--- src/rtl/csr_regfile_if.sv ---
// CSR commit-side bus between the system-instruction decoder/commit stage
// and the machine-mode CSR register file.
// Handshake: i_valid qualifies every other i_* field for one cycle.
// There is no back-pressure: the register file always accepts a committing
// instruction. o_csrsdata and o_illegal answer in the same cycle.
// o_redirect_valid is a one-cycle registered pulse with no ready.
interface csr_regfile_if #(
    parameter int CPU_WIDTH = 32,
    parameter int CSR_ADDRW = 12
);
    logic                 i_valid;
    logic [CSR_ADDRW-1:0] i_csrsid;
    logic                 i_csrsren;
    logic [CSR_ADDRW-1:0] i_csrdid;
    logic                 i_csrdwen;
    logic [1:0]           i_excsropt;
    logic                 i_excsrsrc;
    logic [CPU_WIDTH-1:0] i_rs1data;
    logic [CPU_WIDTH-1:0] i_imm;
    logic [CPU_WIDTH-1:0] i_pc;
    logic                 i_ecall;
    logic                 i_mret;
    logic [CPU_WIDTH-1:0] o_csrsdata;
    logic                 o_illegal;
    logic                 o_redirect_valid;
    logic [CPU_WIDTH-1:0] o_redirect_pc;

    modport master (
        output i_valid, i_csrsid, i_csrsren, i_csrdid, i_csrdwen,
               i_excsropt, i_excsrsrc, i_rs1data, i_imm, i_pc,
               i_ecall, i_mret,
        input  o_csrsdata, o_illegal, o_redirect_valid, o_redirect_pc
    );

    modport slave (
        input  i_valid, i_csrsid, i_csrsren, i_csrdid, i_csrdwen,
               i_excsropt, i_excsrsrc, i_rs1data, i_imm, i_pc,
               i_ecall, i_mret,
        output o_csrsdata, o_illegal, o_redirect_valid, o_redirect_pc
    );
endinterface

--- src/rtl/csr_regfile.sv ---
// Machine-mode CSR register file with ecall/mret trap sequencing.
// Read-modify-write is atomic within the commit cycle; old value is
// returned combinationally. Trap redirects are registered one cycle later.
module csr_regfile #(
    parameter int CPU_WIDTH = 32,
    parameter int CSR_ADDRW = 12
) (
    input  logic          i_clk,
    input  logic          i_rst,
    csr_regfile_if.slave  bus
);
    localparam logic [CSR_ADDRW-1:0] A_MSTATUS  = CSR_ADDRW'(12'h300);
    localparam logic [CSR_ADDRW-1:0] A_MTVEC    = CSR_ADDRW'(12'h305);
    localparam logic [CSR_ADDRW-1:0] A_MSCRATCH = CSR_ADDRW'(12'h340);
    localparam logic [CSR_ADDRW-1:0] A_MEPC     = CSR_ADDRW'(12'h341);
    localparam logic [CSR_ADDRW-1:0] A_MCAUSE   = CSR_ADDRW'(12'h342);
    localparam logic [CSR_ADDRW-1:0] A_MCYCLE   = CSR_ADDRW'(12'hB00);
    localparam logic [CSR_ADDRW-1:0] A_MCYCLEH  = CSR_ADDRW'(12'hB80);

    // mstatus only keeps MIE/MPIE; MPP is a constant 11 on read.
    logic                   r_mie;
    logic                   r_mpie;
    logic [CPU_WIDTH-1:0]   r_mtvec;
    logic [CPU_WIDTH-1:0]   r_mscratch;
    logic [CPU_WIDTH-1:0]   r_mepc;
    logic [CPU_WIDTH-1:0]   r_mcause;
    logic [2*CPU_WIDTH-1:0] r_cycle;
    logic                   r_redirect_valid;
    logic [CPU_WIDTH-1:0]   r_redirect_pc;

    logic [CPU_WIDTH-1:0]   w_mstatus;
    logic [CPU_WIDTH-1:0]   w_rd_val;
    logic                   w_rd_impl;
    logic [CPU_WIDTH-1:0]   w_old;
    logic                   w_wr_impl;
    logic [CPU_WIDTH-1:0]   w_src;
    logic [CPU_WIDTH-1:0]   w_wdata;
    logic                   w_illegal;
    logic                   w_ecall;
    logic                   w_mret;
    logic                   w_wr_en;

    // Assemble the architectural mstatus view from the stored bits.
    always_comb begin
        w_mstatus        = '0;
        w_mstatus[12:11] = 2'b11;
        w_mstatus[7]     = r_mpie;
        w_mstatus[3]     = r_mie;
    end

    // Read port decode: value and implemented flag for i_csrsid.
    always_comb begin
        w_rd_val  = '0;
        w_rd_impl = 1'b1;
        case (bus.i_csrsid)
            A_MSTATUS:  w_rd_val = w_mstatus;
            A_MTVEC:    w_rd_val = r_mtvec;
            A_MSCRATCH: w_rd_val = r_mscratch;
            A_MEPC:     w_rd_val = r_mepc;
            A_MCAUSE:   w_rd_val = r_mcause;
            A_MCYCLE:   w_rd_val = r_cycle[CPU_WIDTH-1:0];
            A_MCYCLEH:  w_rd_val = r_cycle[2*CPU_WIDTH-1:CPU_WIDTH];
            default:    w_rd_impl = 1'b0;
        endcase
    end

    // Write port decode: old value of i_csrdid feeds the modify step.
    always_comb begin
        w_old     = '0;
        w_wr_impl = 1'b1;
        case (bus.i_csrdid)
            A_MSTATUS:  w_old = w_mstatus;
            A_MTVEC:    w_old = r_mtvec;
            A_MSCRATCH: w_old = r_mscratch;
            A_MEPC:     w_old = r_mepc;
            A_MCAUSE:   w_old = r_mcause;
            A_MCYCLE:   w_old = r_cycle[CPU_WIDTH-1:0];
            A_MCYCLEH:  w_old = r_cycle[2*CPU_WIDTH-1:CPU_WIDTH];
            default:    w_wr_impl = 1'b0;
        endcase
    end

    // Modify step and commit qualification; traps override CSR writes.
    always_comb begin
        w_src = bus.i_excsrsrc ? bus.i_imm : bus.i_rs1data;
        case (bus.i_excsropt)
            2'b01:   w_wdata = w_src;
            2'b10:   w_wdata = w_old | w_src;
            2'b11:   w_wdata = w_old & ~w_src;
            default: w_wdata = w_old;
        endcase
        w_illegal = bus.i_valid &&
                    ((bus.i_csrsren && !w_rd_impl) || (bus.i_csrdwen && !w_wr_impl));
        w_ecall   = bus.i_valid && bus.i_ecall;
        w_mret    = bus.i_valid && bus.i_mret && !bus.i_ecall;
        w_wr_en   = bus.i_valid && bus.i_csrdwen && (bus.i_excsropt != 2'b00) &&
                    w_wr_impl && !w_illegal && !w_ecall && !w_mret;
    end

    assign bus.o_csrsdata       = (bus.i_valid && bus.i_csrsren && !w_illegal) ? w_rd_val : '0;
    assign bus.o_illegal        = w_illegal;
    assign bus.o_redirect_valid = r_redirect_valid;
    assign bus.o_redirect_pc    = r_redirect_pc;

    // mstatus interrupt-enable stack: trap entry/exit beat software writes.
    always_ff @(posedge i_clk or posedge i_rst) begin
        if (i_rst) begin
            r_mie  <= 1'b0;
            r_mpie <= 1'b0;
        end else if (w_ecall) begin
            r_mpie <= r_mie;
            r_mie  <= 1'b0;
        end else if (w_mret) begin
            r_mie  <= r_mpie;
            r_mpie <= 1'b1;
        end else if (w_wr_en && bus.i_csrdid == A_MSTATUS) begin
            r_mie  <= w_wdata[3];
            r_mpie <= w_wdata[7];
        end
    end

    // Plain storage CSRs; ecall captures the trapping PC and cause.
    always_ff @(posedge i_clk or posedge i_rst) begin
        if (i_rst) begin
            r_mtvec    <= '0;
            r_mscratch <= '0;
            r_mepc     <= '0;
            r_mcause   <= '0;
        end else if (w_ecall) begin
            r_mepc   <= {bus.i_pc[CPU_WIDTH-1:2], 2'b00};
            r_mcause <= CPU_WIDTH'(11);
        end else if (w_wr_en) begin
            case (bus.i_csrdid)
                A_MTVEC:    r_mtvec    <= {w_wdata[CPU_WIDTH-1:2], 2'b00};
                A_MSCRATCH: r_mscratch <= w_wdata;
                A_MEPC:     r_mepc     <= {w_wdata[CPU_WIDTH-1:2], 2'b00};
                A_MCAUSE:   r_mcause   <= w_wdata;
                default:    ;
            endcase
        end
    end

    // Free-running cycle counter; a write to either half takes that half.
    always_ff @(posedge i_clk or posedge i_rst) begin
        if (i_rst) begin
            r_cycle <= '0;
        end else if (w_wr_en && bus.i_csrdid == A_MCYCLE) begin
            r_cycle[CPU_WIDTH-1:0] <= w_wdata;
        end else if (w_wr_en && bus.i_csrdid == A_MCYCLEH) begin
            r_cycle[2*CPU_WIDTH-1:CPU_WIDTH] <= w_wdata;
            r_cycle[CPU_WIDTH-1:0]           <= r_cycle[CPU_WIDTH-1:0] + 1'b1;
        end else begin
            r_cycle <= r_cycle + 1'b1;
        end
    end

    // Registered redirect: pulse for one cycle, target held afterwards.
    always_ff @(posedge i_clk or posedge i_rst) begin
        if (i_rst) begin
            r_redirect_valid <= 1'b0;
            r_redirect_pc    <= '0;
        end else begin
            r_redirect_valid <= w_ecall || w_mret;
            if (w_ecall)
                r_redirect_pc <= r_mtvec;
            else if (w_mret)
                r_redirect_pc <= r_mepc;
        end
    end
endmodule

--- src/flat_wrapper.sv ---
// flat-port wrapper written by rule: the top's interface ports become plain ports
module csr_regfile_flat 
#(
    parameter int CPU_WIDTH = 32,
    parameter int CSR_ADDRW = 12
)
  (i_clk, i_rst, bus_i_valid, bus_i_csrsid, bus_i_csrsren, bus_i_csrdid, bus_i_csrdwen, bus_i_excsropt, bus_i_excsrsrc, bus_i_rs1data, bus_i_imm, bus_i_pc, bus_i_ecall, bus_i_mret, bus_o_csrsdata, bus_o_illegal, bus_o_redirect_valid, bus_o_redirect_pc);
  csr_regfile_if #(.CPU_WIDTH(CPU_WIDTH), .CSR_ADDRW(CSR_ADDRW)) bus_i ();
  input  logic i_clk;
  input  logic i_rst;
  input wire logic [$bits(bus_i.i_valid)-1:0] bus_i_valid;
  input wire logic [$bits(bus_i.i_csrsid)-1:0] bus_i_csrsid;
  input wire logic [$bits(bus_i.i_csrsren)-1:0] bus_i_csrsren;
  input wire logic [$bits(bus_i.i_csrdid)-1:0] bus_i_csrdid;
  input wire logic [$bits(bus_i.i_csrdwen)-1:0] bus_i_csrdwen;
  input wire logic [$bits(bus_i.i_excsropt)-1:0] bus_i_excsropt;
  input wire logic [$bits(bus_i.i_excsrsrc)-1:0] bus_i_excsrsrc;
  input wire logic [$bits(bus_i.i_rs1data)-1:0] bus_i_rs1data;
  input wire logic [$bits(bus_i.i_imm)-1:0] bus_i_imm;
  input wire logic [$bits(bus_i.i_pc)-1:0] bus_i_pc;
  input wire logic [$bits(bus_i.i_ecall)-1:0] bus_i_ecall;
  input wire logic [$bits(bus_i.i_mret)-1:0] bus_i_mret;
  output wire logic [$bits(bus_i.o_csrsdata)-1:0] bus_o_csrsdata;
  output wire logic [$bits(bus_i.o_illegal)-1:0] bus_o_illegal;
  output wire logic [$bits(bus_i.o_redirect_valid)-1:0] bus_o_redirect_valid;
  output wire logic [$bits(bus_i.o_redirect_pc)-1:0] bus_o_redirect_pc;
  assign bus_i.i_valid = bus_i_valid;
  assign bus_i.i_csrsid = bus_i_csrsid;
  assign bus_i.i_csrsren = bus_i_csrsren;
  assign bus_i.i_csrdid = bus_i_csrdid;
  assign bus_i.i_csrdwen = bus_i_csrdwen;
  assign bus_i.i_excsropt = bus_i_excsropt;
  assign bus_i.i_excsrsrc = bus_i_excsrsrc;
  assign bus_i.i_rs1data = bus_i_rs1data;
  assign bus_i.i_imm = bus_i_imm;
  assign bus_i.i_pc = bus_i_pc;
  assign bus_i.i_ecall = bus_i_ecall;
  assign bus_i.i_mret = bus_i_mret;
  assign bus_o_csrsdata = bus_i.o_csrsdata;
  assign bus_o_illegal = bus_i.o_illegal;
  assign bus_o_redirect_valid = bus_i.o_redirect_valid;
  assign bus_o_redirect_pc = bus_i.o_redirect_pc;
  csr_regfile #(.CPU_WIDTH(CPU_WIDTH), .CSR_ADDRW(CSR_ADDRW)) u_core (.i_clk(i_clk), .i_rst(i_rst), .bus(bus_i));
endmodule
--- config.mk ---
export PLATFORM = sky130hd
export DESIGN_NAME = csr_regfile_flat
export DESIGN_NICKNAME = d
export VERILOG_FILES = /design/src/rtl/csr_regfile_if.sv /design/src/rtl/csr_regfile.sv /design/src/flat_wrapper.sv
export SDC_FILE = /design/constraint.sdc
export NUM_CORES = 1
export LEC_CHECK = 0
export CORE_UTILIZATION = 60
export CTS_CLUSTER_SIZE = 14
export DETAILED_ROUTE_END_ITERATION = 7
export PLACE_DENSITY = 0.86
export SKIP_CTS_REPAIR_TIMING = 1
export SLEW_MARGIN = 30
export SYNTH_ARGS = -nofsm -noshare
export SYNTH_HDL_FRONTEND = slang
export SYNTH_SLANG_ARGS = --single-unit
--- constraint.sdc ---
create_clock -name i_clk -period 15.9 [get_ports i_clk]
set_input_delay 3.18 -clock i_clk [delete_from_list [all_inputs] [get_ports i_clk]]
set_output_delay 3.18 -clock i_clk [all_outputs]
set_load 0.01 [all_outputs]
---- After elaboration in Yosys (flattened, before gate mapping) ----
Index checks and enable logic that the tools add are counted.
storage, ports and cells
  bits of input ports ..................... 130
  flip-flop bits (word level) ............. 225
  output and inout bits ................... 66
operators by class
  $add $sub $neg .......................... 2
  equality and inequality tests ........... 17
  bitwise operators ....................... 4
  reductions and logical operators ........ 37
  muxes and demuxes ....................... 23
operators with widths
  kind                                              number
  one-hot mux 32 bit (7 select lines)               2
  2-to-1 mux 32 bit                                 11
  == test 12 x 10 -> 1 bit (second input constant)  10
  one-hot mux 32 bit (3 select lines)               1
  adder 64 x 1 -> 64 bit (second input constant)    1
  2-to-1 mux 64 bit                                 1
  == test 12 bit (second input constant)            4
  adder 32 x 1 -> 32 bit (second input constant)    1
  bitwise AND 32 bit                                1
  inverter 32 bit                                   1
  OR 32 bit                                         1
  logical AND 1 bit                                 17
  OR reduction 7 bit                                2
  nonzero test 2 bit                                5
  2-to-1 mux 1 bit                                  8
  logical NOT 1 bit                                 6
  AND reduction 3 bit                               2
  == test 2 bit (second input constant)             2
  AND reduction 2 bit                               2
  nonzero test 3 bit                                1
  == test 2 x 1 -> 1 bit (second input constant)    1
  logical OR 1 bit                                  2
  inverter 1 bit                                    1

---- Longest topological paths before layout ----
Gate-level depths: netlist (run 1).
  word-level depth ........................ 15
  mapped depth ............................ 11
  gate-level depth less buffers ........... 8

---- Least setup slack after synthesis (run 1) ----
No wires, ideal clock.
  kind .................................... input to output
  start ................................... input bus_i_csrsid[5]
  end ..................................... output bus_o_csrsdata[29]
  path slack .............................. 7.425 ns
  path buffers ............................ 2
  data required time ...................... 12.720 ns
  data arrival time ....................... 5.295 ns
  cell stages on the path ................. 7
  cell sequence ........................... or4_1 > clkbuf_1 > or3_1 > nor3b_1 > clkbuf_1 > a222oi_1 > a21oi_1
between the ends
  longest elaborated chain between the ends .. 10
  elaborated cells on any way between the ends .. 17
  those cells by class .................... 7 x eq/ne; 3 x mux; 7 x reduce/logical
ends and longest elaborated chain
  what                                                        line                RTL
  start: declaration                                          flat_wrapper.sv:12  input wire logic [$bits(bus_i.i_csrsid)-1:0] bus_i_csrsid;
  == test 12 x 10 -> 1 bit or == test 12 bit (tied branches)  csr_regfile.sv:55   case (bus.i_csrsid)
  OR reduction 7 bit (no source line)                         -
  2-to-1 mux 1 bit                                            csr_regfile.sv:55
  logical NOT 1 bit                                           csr_regfile.sv:93   ((bus.i_csrsren && !w_rd_impl) || (bus.i_csrdwen && !w_wr_impl));
  logical AND 1 bit                                           csr_regfile.sv:93
  logical OR 1 bit                                            csr_regfile.sv:93
  logical AND 1 bit                                           csr_regfile.sv:92   w_illegal = bus.i_valid &&
  logical NOT 1 bit                                           csr_regfile.sv:100  assign bus.o_csrsdata = (bus.i_valid && bus.i_csrsren && !w_illegal) ? w_rd_val : '0;
  logical AND 1 bit                                           csr_regfile.sv:100
  2-to-1 mux 32 bit (*)                                       csr_regfile.sv:100
  end: declaration                                            flat_wrapper.sv:23  output wire logic [$bits(bus_i.o_csrsdata)-1:0] bus_o_csrsdata;
Mark *: on every way between the ends. The rest lies on a longest branch, timed or not.

---- Worst setup path in the final report (run 1) ----
  start ................................... input bus_i_csrsid[1]
  end ..................................... output bus_o_csrsdata[29]
Same word-level chain as after synthesis.

==> metrics.cfg, run 1 <==
[timing]
total_of_endpoints_with_negative_setup_slack_in_the_final_report = 0
rsz0062_at_grt = no
setup_tns_ps = 0
fin_skew_ps = 24.4
max_slew_margin_pct = 30.1
min_period_over_period_pct = 65.4
hold-worst-slack_ps = 496
worst_pin_slew_ps = 1050
slew_viol_final = 0
period_needed_ps = 10400
fmax_ghz = 0.0962
finalHoldViolations = 0
setup_ws_ps = 5500

[global_routing]
grt_start_max_net_pins = 81
grt.total_usage_pct = 47.6
aggregate_global_routing_overflow = 0
antenna_found_initial = 1
grt_pass1_wl_mm = 86.4
first_global_vias = 14700

[power_and_ir_drop]
p_int_uw = 996
seqPwrFrac_pct = 44.2
switching_share_pct = 28.2
power_density_nw_per_um2 = 80.4
proportion_of_power_drawn_by_combinational_gates_pct = 15.0
total_power_mw = 1.39
ir_worst_vdd_mv = 0.0840
clock_power_share_pct = 40.8
power.switching_uw = 391
power_leakage_nw = 6.67

[hold_path]
worst_min_path_class = flip-flop to flip-flop
hold_path_cells = 2

[synthesis]
yosys_warnings = 0
synth_area_um2 = 14300
async_set_or_reset_register_ratio_after_synthesis_pct = 100
synth-edff-count = 0
syn_inst = 1643
synth_cell_type_count = 71
avgSynthCellArea_um2 = 8.73
count_of_state_elements_after_synthesis = 221
synth_top_flop_cell = sky130_fd_sc_hd__dfrtp_1
ys_seq_area_share_pct = 38.6

[floorplan]
initial_utilization_pct = 61.1
core_region_area_um2 = 23500
floorplan.die_area_um2 = 24500
pin_count = 196
die_w_um = 157
die-height_um = 157
number_of_rows_created_at_floorplan = 56

[clock_tree]
cts_tree = done
insertion_delay_ps = 550
cts_max_level = 1
cts_buffer_depth = 3
numCtsBuffers = 24
clk_transition_reported_paths_ps = 60
ctsRootBufferMaster = sky130_fd_sc_hd__clkbuf_16
cts_num_sinks = 221

[route]
route.detailed.drc = 17
number_of_vias_after_detailed_routing = 15400
drt_iter0_drc = 2466
drt-met1-wl_mm = 20.2
drt_wl_total_mm = 58.2
pre_antenna_drt_iters = 8
final_antenna_net_count = 0
dr_vias_cell = 7.36
top_layer_used = met4
route.met2.wl_mm = 26.1
drt-wirelength-per-cell_um = 27.9
met3RoutedLength_mm = 6.23

[setup_path]
critical_path_class = input pin to output port
r2r_cells = 8
worstPathRequired_ps = 12720
cp_max_fo = 37
critical_path.endpoint_type = output port
cp-start-kind = input pin
cp.arrival_ps = 7220

[place]
place_ws_ps = 5790
portBuffers = 191
dpl.hpwl_mm = 39.5
gp_congestion = 0.984

[job]
drv_cap = 0

[final_layout]
multi_input_logic_area_um2 = 8310
final_common_cell = sky130_fd_sc_hd__dfrtp_1
drive_gt1_share_pct = 13.1
design.final.nets = 1881
fillCellCount = 1705
num_antenna_cells = 0
layout_common_cells = 221 x sky130_fd_sc_hd__dfrtp_1, 214 x sky130_fd_sc_hd__nand2_1, 189 x sky130_fd_sc_hd__clkdlybuf4s50_1, 132 x sky130_fd_sc_hd__a21oi_1, 116 x sky130_fd_sc_hd__o21ai_0
area_delta_synth_final_pct = 20.3
final-seq-area_um2 = 5530
postLayoutCoreUtil_pct = 73.5

[outcome]
violations = design-rule violations
status = finished, violations left

[Yosys cell counts (12+ instances only)]
library cell / instances / area [um^2]
sky130_fd_sc_hd__and3_1: 15 / 93.8
sky130_fd_sc_hd__a222oi_1: 51 / 510
sky130_fd_sc_hd__o21ai_0: 116 / 581
sky130_fd_sc_hd__xnor2_1: 20 / 175
sky130_fd_sc_hd__nor3_1: 31 / 155
sky130_fd_sc_hd__nand3_1: 87 / 435
sky130_fd_sc_hd__a22oi_1: 23 / 173
sky130_fd_sc_hd__clkbuf_1: 118 / 443
sky130_fd_sc_hd__a211oi_1: 18 / 135
sky130_fd_sc_hd__buf_1: 12 / 45.0
sky130_fd_sc_hd__dfrtp_1: 221 / 5530
sky130_fd_sc_hd__nand2_1: 215 / 807
sky130_fd_sc_hd__nor2_1: 80 / 300
sky130_fd_sc_hd__nor4_1: 14 / 87.6
sky130_fd_sc_hd__a31o_2: 16 / 140
sky130_fd_sc_hd__nand4_1: 52 / 325
sky130_fd_sc_hd__a21oi_1: 132 / 661
sky130_fd_sc_hd__o221ai_1: 26 / 228
sky130_fd_sc_hd__and2_1: 14 / 87.6
sky130_fd_sc_hd__mux2i_1: 38 / 380
sky130_fd_sc_hd__a21boi_0: 15 / 113
sky130_fd_sc_hd__o211ai_1: 32 / 240
sky130_fd_sc_hd__mux2_2: 106 / 1190
sky130_fd_sc_hd__a22o_1: 38 / 333
sky130_fd_sc_hd__inv_1: 14 / 52.6
[power groups by stage]
stage	logic [mW]	clock network [mW]	registers (mW)
2_1_floorplan	0.104	0	0.615
3_3_place_gp	0.198	0	0.620
3_5_place_dp	0.202	0	0.621
4_1_cts	0.204	0.564	0.612
5_1_grt	0.219	0.583	0.614
6_report	0.208	0.565	0.613
[layout make-up]
type	instances	area share, %
flip-flops and latches	221	32.1
clock buffers	33	3.97
inverters	15	0.370
clock inverters	11	0.638
well taps	319	2.31
multi-input cells	1265	48.2
repair buffers	223	12.5
[kinds of logic (layout without fill, tap and decap cells)]
kind of cell | Yosys count | in the layout | synth area share, %
and+or+nand+nor | 570 | 570 | 19.4
xor gates and xnor gates | 30 | 30 | 1.83
DFF | 221 | 221 | 38.6
adders and majority gates | 1 | 1 | 0.0872
AOI/OAI and AO/OA | 518 | 518 | 24.6
buffers and inverters | 158 | 282 | 4.48
other | 1 | 2 | 0.0262
muxes | 144 | 144 | 11.0
[stage by stage]
| stage | cells | cell area [um^2] |
|---|---|---|
| 2_1_floorplan | 1644 | 14300 |
| 3_3_place_gp | 2043 | 16400 |
| 3_5_place_dp | 2043 | 16400 |
| 4_1_cts | 2087 | 17200 |
| 5_1_grt | 2087 | 17300 |
| 6_report | 2087 | 17300 |
[routing by layer]
| layer | vias to the layer above | global-route usage (%) |
|---|---|---|
| li1 | 6432 | - |
| met1 | 7247 | 56.7 |
| met2 | 1309 | 75.2 |
| met3 | 380 | 8.97 |
| met4 | 0 | 39.0 |
| met5 | - | 0 |
[flip-flops by register name (all words and copies together), names as in the netlist]
name                         count
u_core.bus.o_redirect_pc        30
u_core.bus.o_redirect_valid      1
u_core.r_cycle                  64
u_core.r_mcause                 32
u_core.r_mepc                   30
u_core.r_mie                     1
u_core.r_mpie                    1
u_core.r_mscratch               32
u_core.r_mtvec                  30
[critical path, cell delays in order]
cell and delay, ps:
sky130_fd_sc_hd__clkdlybuf4s50_1 400, sky130_fd_sc_hd__buf_4 310, sky130_fd_sc_hd__or3_1 480, sky130_fd_sc_hd__or4b_4 560, sky130_fd_sc_hd__nor2_4 800, sky130_fd_sc_hd__a222oi_1 420
sky130_fd_sc_hd__a21oi_1 410, sky130_fd_sc_hd__clkdlybuf4s50_1 620
[final timing paths]
kind | start | end | slack [ps]
max | bus_i_csrsid[1] | bus_o_csrsdata[29] | 5500
min | u_core.r_mscratch[12]$_DFFE_PP0P_ | u_core.r_mscratch[12]$_DFFE_PP0P_ | 500
max reg2reg | u_core.r_cycle[0]$_DFF_PP0_ | u_core.r_cycle[62]$_DFFE_PP0N_ | 12520
min reg2reg | u_core.r_mscratch[12]$_DFFE_PP0P_ | u_core.r_mscratch[12]$_DFFE_PP0P_ | 500
max in group asynchronous | i_rst | u_core.r_cycle[57]$_DFFE_PP0N_ | 11050
min in group asynchronous | i_rst | u_core.bus.o_redirect_pc[2]$_DFFE_PP0P_ | 3100
No activity file was read; power rests on OpenSTA's default activity.
==> inputs of run 2 (changes only) <==
--- a/config.mk
+++ b/config.mk
@@ -5,10 +5,10 @@
 export SDC_FILE = /design/constraint.sdc
 export NUM_CORES = 1
 export LEC_CHECK = 0
-export CORE_UTILIZATION = 60
+export CORE_UTILIZATION = 51
 export CTS_CLUSTER_SIZE = 14
 export DETAILED_ROUTE_END_ITERATION = 7
-export PLACE_DENSITY = 0.86
+export PLACE_DENSITY = 0.78
 export SKIP_CTS_REPAIR_TIMING = 1
 export SLEW_MARGIN = 30
 export SYNTH_ARGS = -nofsm -noshare
==> constraint.sdc (replaced) <==
create_clock -name i_clk -period 9.4 [get_ports i_clk]
set_input_delay 1.88 -clock i_clk [delete_from_list [all_inputs] [get_ports i_clk]]
set_output_delay 1.88 -clock i_clk [all_outputs]
set_load 0.01 [all_outputs]
==> run 2 against run 1 <==
Compared with the run above: the flow now finishes without violations; count of clock-buffer cells in the layout up 4; clock skew decreased by 6.3 ps; non-clock buffer count rose by 1; final area is 1.7% higher; register-to-register slack lost 6800 ps; utilization down 10 points; die area up 17%; worst hold slack gained 2.7 ps; critical path type unchanged.
==> metrics.cfg, run 2 (synthesis gave the netlist of run 1 again) <==
[final_layout]
layout_common_cells = 221 x sky130_fd_sc_hd__dfrtp_1, 213 x sky130_fd_sc_hd__nand2_1, 189 x sky130_fd_sc_hd__clkdlybuf4s50_1, 132 x sky130_fd_sc_hd__a21oi_1, 116 x sky130_fd_sc_hd__o21ai_0
drive_gt1_share_pct = 13.3
largest_reg_flops = 64
post_layout_nonfiller_instances = 2149
final_common_cell = sky130_fd_sc_hd__dfrtp_1
design.final.nets = 1884
num_antenna_cells = 0
top_regs = u_core.r_cycle x64, u_core.r_mcause x32, u_core.r_mscratch x32
top_register = u_core.r_cycle
area_delta_synth_final_pct = 22.3

[hold_path]
worst_min_path_class = flip-flop to flip-flop

[floorplan]
number_of_rows_created_at_floorplan = 61
die_w_um = 170
initial_utilization_pct = 51.8
floorplan.die_area_um2 = 28800
die-height_um = 170
core_region_area_um2 = 27700
pin_count = 196

[global_routing]
global_route.peak_usage_layer = met2
grt_start_max_net_pins = 139
grt.total_usage_pct = 39.6
aggregate_global_routing_overflow = 0
grt_pass1_wl_mm = 86.1
antenna_found_initial = 0
grt_util_met3_pct = 6.48
global_route.usage.met1_pct = 49.9
global_route.usage.met2_pct = 62.0
first_global_vias = 14300

[timing]
rsz0062_at_grt = no
fmax_ghz = 0.134
max_slew_margin_pct = 28.0
min_period_over_period_pct = 79.3
total_of_endpoints_with_negative_setup_slack_in_the_final_report = 0
period_needed_ps = 7460
slew_viol_final = 0
setup_tns_ps = 0
finalHoldViolations = 0
fin_skew_ps = 18.1
hold-worst-slack_ps = 499
worst_pin_slew_ps = 1070

[place]
placedCellCount = 2102
gp_congestion = 0.990
dpl.hpwl_mm = 38.6
portBuffers = 191

[clock_tree]
insertion_delay_ps = 550
numCtsBuffers = 26
clk_transition_reported_paths_ps = 50
cts_tree = done
ctsRootBufferMaster = sky130_fd_sc_hd__clkbuf_16
cts_max_level = 1
cts_num_sinks = 221
cts_buffer_depth = 3

[power_and_ir_drop]
p_int_mw = 1.90
switching_share_pct = 26.0
power.switching_uw = 666
clock_power_share_pct = 45.9
power_leakage_nw = 6.78
proportion_of_power_drawn_by_combinational_gates_pct = 13.6
seqPwrFrac_pct = 40.5
power_density_nw_per_um2 = 146
ir_worst_vdd_mv = 0.128

[setup_path]
critical_path.endpoint_type = output port
critical_path_class = input pin to output port
cp.arrival_ps = 5580
cp-start-kind = input pin
worstPathRequired_ps = 7520
cp_max_fo = 32

[route]
pre_antenna_drt_iters = 8
drt_iter0_drc = 2293
route.detailed.drc = 0
final_antenna_net_count = 0
drt-wirelength-per-cell_um = 26.4
number_of_vias_after_detailed_routing = 14900
drt_wl_total_mm = 56.7
dr_vias_cell = 6.95

[job]
drv_cap = 0

[outcome]
status = completed

-- run 2: changes by cell type in the layout (fill, tap and decap cells not counted), moves of 3 or more --
cell and change:
sky130_fd_sc_hd__clkinv_2 -6, sky130_fd_sc_hd__bufinv_16 +5, sky130_fd_sc_hd__clkbuf_1 -3, sky130_fd_sc_hd__clkbuf_8 +4, sky130_fd_sc_hd__clkbuf_16 +3
-- run 2: power groups by stage --
stage / clock, mW / sequential [mW] / combinational, mW
finish: 1.18 / 1.04 / 0.349
global route: 1.22 / 1.04 / 0.370
CTS: 1.18 / 1.04 / 0.343
detailed placement: 0 / 1.05 / 0.341
global placement: 0 / 1.05 / 0.334
floorplan: 0 / 1.04 / 0.175
-- run 2: critical path, cell delays in order --
cell and delay [ps]:
sky130_fd_sc_hd__clkdlybuf4s50_1 790, sky130_fd_sc_hd__nor4bb_4 420, sky130_fd_sc_hd__buf_4 460, sky130_fd_sc_hd__a211oi_1 120, sky130_fd_sc_hd__nand3b_1 310, sky130_fd_sc_hd__nand3_1 210, sky130_fd_sc_hd__nand4_1 110, sky130_fd_sc_hd__buf_4 280
sky130_fd_sc_hd__a21oi_1 350, sky130_fd_sc_hd__clkdlybuf4s50_1 610
-- run 2: worst paths after layout --
path                            slack [ps]  cells after the start                         startpoint                                 endpoint
worst max-delay path                  1940                     10                    bus_i_csrdid[6]                       bus_o_csrsdata[20]
worst min-delay path                   500                      2  u_core.r_mscratch[12]$_DFFE_PP0P_        u_core.r_mscratch[12]$_DFFE_PP0P_
worst max register to register        5770                      8        u_core.r_cycle[0]$_DFF_PP0_           u_core.r_cycle[58]$_DFFE_PP0N_
worst min register to register         500                      2  u_core.r_mscratch[12]$_DFFE_PP0P_        u_core.r_mscratch[12]$_DFFE_PP0P_
max in group asynchronous             6150                      3                              i_rst          u_core.r_mcause[30]$_DFFE_PP0P_
min in group asynchronous             1910                      2                              i_rst  u_core.bus.o_redirect_pc[2]$_DFFE_PP0P_
-- run 2: final cells by class --
| type | count | area [um^2] |
|---|---|---|
| Fill cell | 2363 | 10200 |
| Multi-Input combinational cell | 1265 | 8310 |
| Sequential cell | 221 | 5530 |
| Timing Repair Buffer | 224 | 2150 |
| Clock buffer | 37 | 803 |
| Tap cell | 378 | 473 |
| Clock inverter | 9 | 200 |
| Inverter | 15 | 68.8 |
-- run 2: stage by stage --
| step | setup WS, ps | cell area, um^2 | util, % | total power, mW |
|---|---|---|---|---|
| finish | 1940 | 17500 | 63.3 | 2.56 |
| global placement | 2190 | 16500 | 59.5 | 1.39 |
| floorplan | 1470 | 14300 | - | 1.22 |
| detailed placement | 2140 | 16500 | 59.6 | 1.39 |
| CTS | 2130 | 17500 | 63.2 | 2.55 |
| global route | 1980 | 17500 | 63.3 | 2.63 |
-- run 2: routing by layer --
metal	part of all wire, %	vias to the layer above	wire length [um]
li1	-	6474	-
met1	37	7089	21100
met2	45	1113	25400
met3	10	249	5690
met4	8.0	0	4510
met5	0	-	0
